## config.mk

```make
export PLATFORM = sky130hd
export DESIGN_NAME = sdram_arbiter_n
export DESIGN_NICKNAME = d
export VERILOG_FILES = /design/src/rtl/sdram_arb_pkg.sv /design/src/rtl/arb_picker.sv /design/src/rtl/sdram_arbiter_n.sv
export SDC_FILE = /design/constraint.sdc
export NUM_CORES = 1
export LEC_CHECK = 0
export CAP_MARGIN = 20
export CORE_AREA = 2 2 162 164
export DETAILED_ROUTE_END_ITERATION = 8
export DIE_AREA = 0 0 164 166
export DONT_BUFFER_PORTS = 1
export RECOVER_POWER = 50
export SKIP_LAST_GASP = 1
export SYNTH_ARGS = -nofsm -noshare
export SYNTH_HDL_FRONTEND = slang
export SYNTH_SLANG_ARGS = --single-unit
```

## constraint.sdc

```tcl
create_clock -name clock -period 2.7 [get_ports clock]
set_input_delay 0.81 -clock clock [delete_from_list [all_inputs] [get_ports clock]]
set_output_delay 0.81 -clock clock [all_outputs]
set_load 0.1 [all_outputs]
```

## src/rtl/sdram_arb_pkg.sv

```systemverilog
// Shared types and helpers for the SDRAM request arbiter.
//   arb_mode_t  : arbitration policy (fixed priority or round-robin)
//   arb_state_t : arbiter FSM states
//   id_width()  : width of a master tag (0 = none, i+1 = master i)
package sdram_arb_pkg;

    typedef enum logic {
        ARB_FIXED = 1'b0,
        ARB_RR    = 1'b1
    } arb_mode_t;

    typedef enum logic {
        ST_IDLE  = 1'b0,
        ST_GRANT = 1'b1
    } arb_state_t;

    function automatic int id_width(input int num_masters);
        return $clog2(num_masters + 1);
    endfunction

endpackage

```

## src/rtl/arb_picker.sv

```systemverilog
// Combinational winner selection.
//   i_request : per-master request vector
//   i_start   : index where the rotating search begins (0 for fixed priority)
//   i_starved : per-master starvation flags
//   o_winner  : chosen master index
//   o_valid   : at least one master is requesting
// A requesting starved master always wins (lowest index among them);
// otherwise the first requester at or after i_start, wrapping around.
module arb_picker #(
    parameter int NUM_MASTERS = 4,
    parameter int IDX_W       = $clog2(NUM_MASTERS)
) (
    input  logic [NUM_MASTERS-1:0] i_request,
    input  logic [IDX_W-1:0]       i_start,
    input  logic [NUM_MASTERS-1:0] i_starved,
    output logic [IDX_W-1:0]       o_winner,
    output logic                   o_valid
);

    logic [NUM_MASTERS-1:0] w_starved_req;
    int                     w_j;

    assign w_starved_req = i_request & i_starved;

    // Both searches run from the far end backwards so the last hit is the
    // nearest candidate.
    always_comb begin
        o_winner = '0;
        o_valid  = |i_request;
        w_j      = 0;
        if (|w_starved_req) begin
            for (int i = NUM_MASTERS - 1; i >= 0; i--) begin
                if (w_starved_req[IDX_W'(i)]) o_winner = IDX_W'(i);
            end
        end else begin
            for (int k = NUM_MASTERS - 1; k >= 0; k--) begin
                w_j = int'(i_start) + k;
                if (w_j >= NUM_MASTERS) w_j = w_j - NUM_MASTERS;
                if (i_request[IDX_W'(w_j)]) o_winner = IDX_W'(w_j);
            end
        end
    end

endmodule

```

## src/rtl/sdram_arbiter_n.sv

```systemverilog
// N-master arbiter in front of a single SDRAM controller port.
//   clock, reset_n      : single clock, synchronous active-low reset
//   bus_*  (inputs)     : packed per-master request, address, write, burst,
//                         byte enables and write data
//   bus_ack             : granted master's request accepted (same cycle as sdram_ack)
//   bus_rdata/rdvalid/complete : read return, routed by sdram_rdvalid tag
//   sdram_req           : tag of granted master (0 = idle)
//   sdram_addr..wdata   : granted master's request fields
//   sdram_ack, sdram_rdata, sdram_rdvalid, sdram_complete : controller side
// FSM: IDLE picks a winner and registers it; GRANT holds it until sdram_ack,
// then returns to IDLE, giving one dead cycle between grants.
module sdram_arbiter_n
    import sdram_arb_pkg::*;
#(
    parameter int        NUM_MASTERS  = 4,
    parameter int        ADDR_WIDTH   = 26,
    parameter int        DATA_WIDTH   = 32,
    parameter arb_mode_t ARB_MODE     = ARB_FIXED,
    parameter int        STARVE_LIMIT = 64,
    localparam int       ID_W         = id_width(NUM_MASTERS),
    localparam int       BE_W         = DATA_WIDTH / 8
) (
    input  logic                              clock,
    input  logic                              reset_n,
    input  logic [NUM_MASTERS-1:0]            bus_request,
    input  logic [NUM_MASTERS*ADDR_WIDTH-1:0] bus_addr,
    input  logic [NUM_MASTERS-1:0]            bus_write,
    input  logic [NUM_MASTERS-1:0]            bus_burst,
    input  logic [NUM_MASTERS*BE_W-1:0]       bus_byte_enable,
    input  logic [NUM_MASTERS*DATA_WIDTH-1:0] bus_wdata,
    output logic [NUM_MASTERS-1:0]            bus_ack,
    output logic [DATA_WIDTH-1:0]             bus_rdata,
    output logic [NUM_MASTERS-1:0]            bus_rdvalid,
    output logic [NUM_MASTERS-1:0]            bus_complete,
    output logic [ID_W-1:0]                   sdram_req,
    output logic [ADDR_WIDTH-1:0]             sdram_addr,
    output logic                              sdram_write,
    output logic                              sdram_burst,
    output logic [BE_W-1:0]                   sdram_byte_enable,
    output logic [DATA_WIDTH-1:0]             sdram_wdata,
    input  logic                              sdram_ack,
    input  logic [DATA_WIDTH-1:0]             sdram_rdata,
    input  logic [ID_W-1:0]                   sdram_rdvalid,
    input  logic                              sdram_complete
);

    localparam int               IDX_W    = $clog2(NUM_MASTERS);
    localparam int               WAIT_W   = $clog2(STARVE_LIMIT + 1);
    localparam logic [IDX_W-1:0] LAST_RST = IDX_W'(NUM_MASTERS - 1);

    arb_state_t             r_state, w_state_nxt;
    logic [IDX_W-1:0]       r_grant, w_grant_nxt;
    logic [IDX_W-1:0]       r_last_grant;
    logic [IDX_W-1:0]       w_start, w_winner;
    logic                   w_win_valid;
    logic                   w_granted;
    logic [NUM_MASTERS-1:0] w_grant_ack;
    logic [NUM_MASTERS-1:0] w_starved;
    logic [NUM_MASTERS-1:0] w_rdvalid;

    logic [ADDR_WIDTH-1:0]  w_addr_arr  [NUM_MASTERS];
    logic [BE_W-1:0]        w_be_arr    [NUM_MASTERS];
    logic [DATA_WIDTH-1:0]  w_wdata_arr [NUM_MASTERS];

    // Round-robin search starts just past the last acknowledged master.
    assign w_start = (ARB_MODE == ARB_RR)
                     ? ((r_last_grant == LAST_RST) ? '0 : r_last_grant + IDX_W'(1))
                     : '0;

    arb_picker #(
        .NUM_MASTERS (NUM_MASTERS),
        .IDX_W       (IDX_W)
    ) u_picker (
        .i_request (bus_request),
        .i_start   (w_start),
        .i_starved (w_starved),
        .o_winner  (w_winner),
        .o_valid   (w_win_valid)
    );

    always_ff @(posedge clock) begin
        if (!reset_n) begin
            r_state <= ST_IDLE;
            r_grant <= '0;
        end else begin
            r_state <= w_state_nxt;
            r_grant <= w_grant_nxt;
        end
    end

    always_comb begin
        w_state_nxt = r_state;
        w_grant_nxt = r_grant;
        case (r_state)
            ST_IDLE: begin
                if (w_win_valid) begin
                    w_state_nxt = ST_GRANT;
                    w_grant_nxt = w_winner;
                end
            end
            ST_GRANT: begin
                if (sdram_ack) w_state_nxt = ST_IDLE;
            end
            default: w_state_nxt = ST_IDLE;
        endcase
    end

    always_ff @(posedge clock) begin
        if (!reset_n) begin
            r_last_grant <= LAST_RST;
        end else if (w_granted && sdram_ack) begin
            r_last_grant <= r_grant;
        end
    end

    assign w_granted   = (r_state == ST_GRANT);
    assign w_grant_ack = (w_granted && sdram_ack) ? (NUM_MASTERS'(1) << r_grant) : '0;

    assign bus_ack           = w_grant_ack;
    assign sdram_req         = w_granted ? (ID_W'(r_grant) + ID_W'(1)) : '0;
    assign sdram_addr        = w_addr_arr[r_grant];
    assign sdram_write       = bus_write[r_grant];
    assign sdram_burst       = bus_burst[r_grant];
    assign sdram_byte_enable = w_be_arr[r_grant];
    assign sdram_wdata       = w_wdata_arr[r_grant];

    // Read return depends only on the controller's tag, never on the grant.
    assign bus_rdata    = sdram_rdata;
    assign bus_rdvalid  = w_rdvalid;
    assign bus_complete = w_rdvalid & {NUM_MASTERS{sdram_complete}};

    for (genvar gi = 0; gi < NUM_MASTERS; gi++) begin : g_master
        logic [WAIT_W-1:0] r_wait;

        assign w_addr_arr[gi]  = bus_addr[gi*ADDR_WIDTH +: ADDR_WIDTH];
        assign w_be_arr[gi]    = bus_byte_enable[gi*BE_W +: BE_W];
        assign w_wdata_arr[gi] = bus_wdata[gi*DATA_WIDTH +: DATA_WIDTH];
        assign w_rdvalid[gi]   = (sdram_rdvalid == ID_W'(gi + 1));
        assign w_starved[gi]   = (ARB_MODE == ARB_FIXED) && (r_wait == WAIT_W'(STARVE_LIMIT));

        // Holds (does not count) while this master owns the grant.
        always_ff @(posedge clock) begin
            if (!reset_n || (ARB_MODE != ARB_FIXED) || !bus_request[gi] || w_grant_ack[gi]) begin
                r_wait <= '0;
            end else if (!(w_granted && (r_grant == IDX_W'(gi))) &&
                         (r_wait != WAIT_W'(STARVE_LIMIT))) begin
                r_wait <= r_wait + WAIT_W'(1);
            end
        end
    end

    always_ff @(posedge clock) begin
        if (reset_n && w_granted && !sdram_ack) begin
            assert (bus_request[r_grant])
                else $error("sdram_arbiter_n: granted master dropped request before ack");
        end
    end

endmodule

```

==> qor.txt <==
routed vias/inst = 4.40
DR pass1 iterations = 4
Seq cells post-synth = 31
Crit Path Class = register to output port
share of post-route cells with drive strength above 1 = 48.5%
Worst Path Max Fanout = 29
Final Max Slew Viols = 0
nets = 665
library cells used by synthesis = 36
# port buffers = 0
crit path launch type = register
GPL Wtd Cong = 1.01
Slew @ Worst Pin = 1.00 ns
CTS tree = done
sequential area share after synthesis = 17.9%
Syn-to-layout area delta = 51.5%
crit-path cells = buf_16 -> mux4_2 -> buf_12
crit path DAT = 1.82 ns
root buf cell = clkbuf_16
Max Freq = 380 MHz
first-pass GRT wire length = 24.0 mm
total chip power = 0.00290 W
endpoint type of the worst setup path = output port
Final Hold Violating Endpoints = 0
Die W = 164 um
critical path required time = 1.89 ns
initial antenna violation count = 33
Worst-Skew Late Latency = 0.28 ns
synthesized netlist cell count = 313
CTS Buffer Depth = 2
final worst-path cycle share = 97.5%
run status = complete, no violations
relative max-transition margin = 33.1%
vias in the first global route = 3099
Post-synth EDFFs = 0
Cell Pwr Density = 550 nW/um^2
Antenna Nets Post-Route = 0
Detailed Place HPWL = 16.0 mm
Cell Area, Synth = 3470 sq um
# hold bufs at CTS = 0
fin crit period = 2.63 ns
slowest cell delay on critical path = 0.64 ns
RSZ-0062 raised after global routing = no
Core Util, Final = 20.5%
Max-Cap Viols = 0
Max stage delay cell, worst path = mux4_2
Rows = 59
maximum number of pins on one net before global-route repair = 38
TritonCTS Buffers = 5
Synth async-reset ratio = 0%
count of final setup violators = 0
design area = 5260 sq um
syn_area_per_cell = 11.1 sq um
# IOs = 410
syn nets = 624
Clock Pin Slew Worst Setup and Hold Paths = 0.05 ns
maximum vdd drop = 0.000344 V
drt total wl = 18.2 mm
remaining global-route overflow = 0
Final Skew = 0.00419 ns
Pleak = 1.79 nW
initial core utilization = 13.6%
Vias = 3087
Fill cells = 2707
die footprint = 27200 sq um
prevailing post-synth register cell = dfxtp_1
DRT iter0 DRCs = 139
drt drc = 0
Area after DPL = 5140 sq um
H-tree depth = 2
core footprint = 25600 sq um
YS warnings = 0
Total Routing Usage GR = 12.6%
die height = 166 um
routed length per instance = 26.0 um
CTS sink cnt = 31
worst hold path type = register to register
==> power breakdown <==
part,internal (W),total [W],leakage [nW],switching [W]
Combinational,0.000668,0.00187,1.47,0.00120
Sequential,0.000468,0.000481,0.253,0.0000133
Clock,0.000339,0.000550,0.0659,0.000211
==> cells in the mapped netlist, drive strengths merged (4+ instances only) <==
cell type / count / area share, %
nor2: 24 / 2.6
inv: 14 / 1.5
nor3: 8 / 1.2
o21ai: 11 / 1.9
or3: 7 / 1.3
a21oi: 8 / 1.2
xor2: 10 / 2.5
xnor2: 8 / 2.0
and2: 5 / 0.90
clkbuf: 5 / 0.54
mux4: 64 / 41
nand2b: 4 / 0.72
dfxtp: 31 / 18
mux2i: 4 / 1.2
o211ai: 4 / 0.86
ha: 12 / 4.3
nand4: 6 / 1.1
or4b: 4 / 1.4
nand3b: 4 / 0.86
nand2: 16 / 1.7
and3: 6 / 1.1
buf: 43 / 8.6
==> logic make-up after synthesis <==
kind of cell    Yosys count  synth area share (%)
xor+xnor                 18                  4.54
flops                    31                  17.9
simple gates             93                  14.7
fa+ha+maj                12                  4.32
compound gates           29                  5.33
mux                      68                  42.6
buf+inv                  62                  10.7
==> state kept, by name, indices dropped and copies added (netlist names) <==
register         flops
g_master.r_wait     28
r_state              1
r_grant              2
==> stage by stage <==
| stage | hold slack, ns | setup WS (ns) | cells | setup TNS, ns |
|---|---|---|---|---|
| finish | 0.501 | 0.0673 | 701 | 0 |
| global route | 0.539 | 0.00166 | 693 | 0 |
| CTS | 0.508 | 0.0194 | 690 | 0 |
| detailed placement | 0.491 | 0.169 | 681 | 0 |
| global placement | 0.493 | 0.173 | 681 | 0 |
| floorplan | 0.462 | -0.253 | 313 | -0.758 |
==> layer usage <==
| layer | part of all wire [%] | vias to the layer above | global-route usage [%] |
|---|---|---|---|
| met3 | 17 | 53 | 10.1 |
| met2 | 48 | 235 | 21.1 |
| met1 | 32 | 1485 | 12.0 |
| met5 | 1.4 | - | 0 |
| li1 | - | 1278 | - |
| met4 | 1.6 | 36 | 2.33 |
==> cell type report <==
type	instances	area (sq um)	share of cell area, %
diodes	11	27.5	0.523
flip-flops and latches	31	628	11.9
repair buffers	82	1460	27.8
clock buffers	5	125	2.38
well taps	335	419	7.96
multi-input cells	220	2530	48.0
clock inverters	3	20.0	0.380
inverters	14	52.6	0.998
==> placed cells by master (no fill, tap or decap), drive strengths merged, types with 2 or more instances in the layout <==
| cell | netlist | final |
|---|---|---|
| nor3b | 3 | 3 |
| o21a | 2 | 2 |
| nand2b | 4 | 4 |
| o211ai | 4 | 4 |
| nand4 | 6 | 6 |
| xnor2 | 8 | 8 |
| diode | 0 | 11 |
| a21oi | 8 | 8 |
| mux4 | 64 | 64 |
| clkbuf | 5 | 14 |
| or3 | 7 | 7 |
| and3 | 6 | 6 |
| a21bo | 2 | 2 |
| ha | 12 | 12 |
| nor2 | 24 | 24 |
| and2 | 5 | 5 |
| xor2 | 10 | 10 |
| dfxtp | 31 | 31 |
| or4b | 4 | 4 |
| nand3b | 4 | 4 |
| nor3 | 8 | 8 |
| buf | 43 | 73 |
| inv | 14 | 14 |
| clkinvlp | 0 | 2 |
| nand2 | 16 | 16 |
| nor2b | 2 | 2 |
| o21ai | 11 | 11 |
| mux2i | 4 | 4 |
==> worst max-delay path, delay by kind of cell (launching register included) <==
kind / cells / cell delay, ns
DFF: 1 / 0.40
buffers and inverters: 2 / 0.44
muxes: 1 / 0.64
==> timing repair <==
action	in CTS	in global routing
buffers inserted	1	0
resized for setup	1	0
setup endpoints to repair	50	0
==> worst paths after layout <==
path | end | startpoint | cells after the start | slack, ns
worst max-delay path | sdram_addr[23] | r_grant[0]$_SDFFE_PN0P_ | 3 | 0.07
worst min-delay path | g_master[2].r_wait[6]$_SDFFE_PP0P_ | g_master[2].r_wait[6]$_SDFFE_PP0P_ | 2 | 0.50
worst max register to register | g_master[0].r_wait[3]$_SDFFE_PP0P_ | r_grant[0]$_SDFFE_PN0P_ | 5 | 0.60
worst min register to register | g_master[2].r_wait[6]$_SDFFE_PP0P_ | g_master[2].r_wait[6]$_SDFFE_PP0P_ | 2 | 0.50
(Power assumes the default switching activity.)
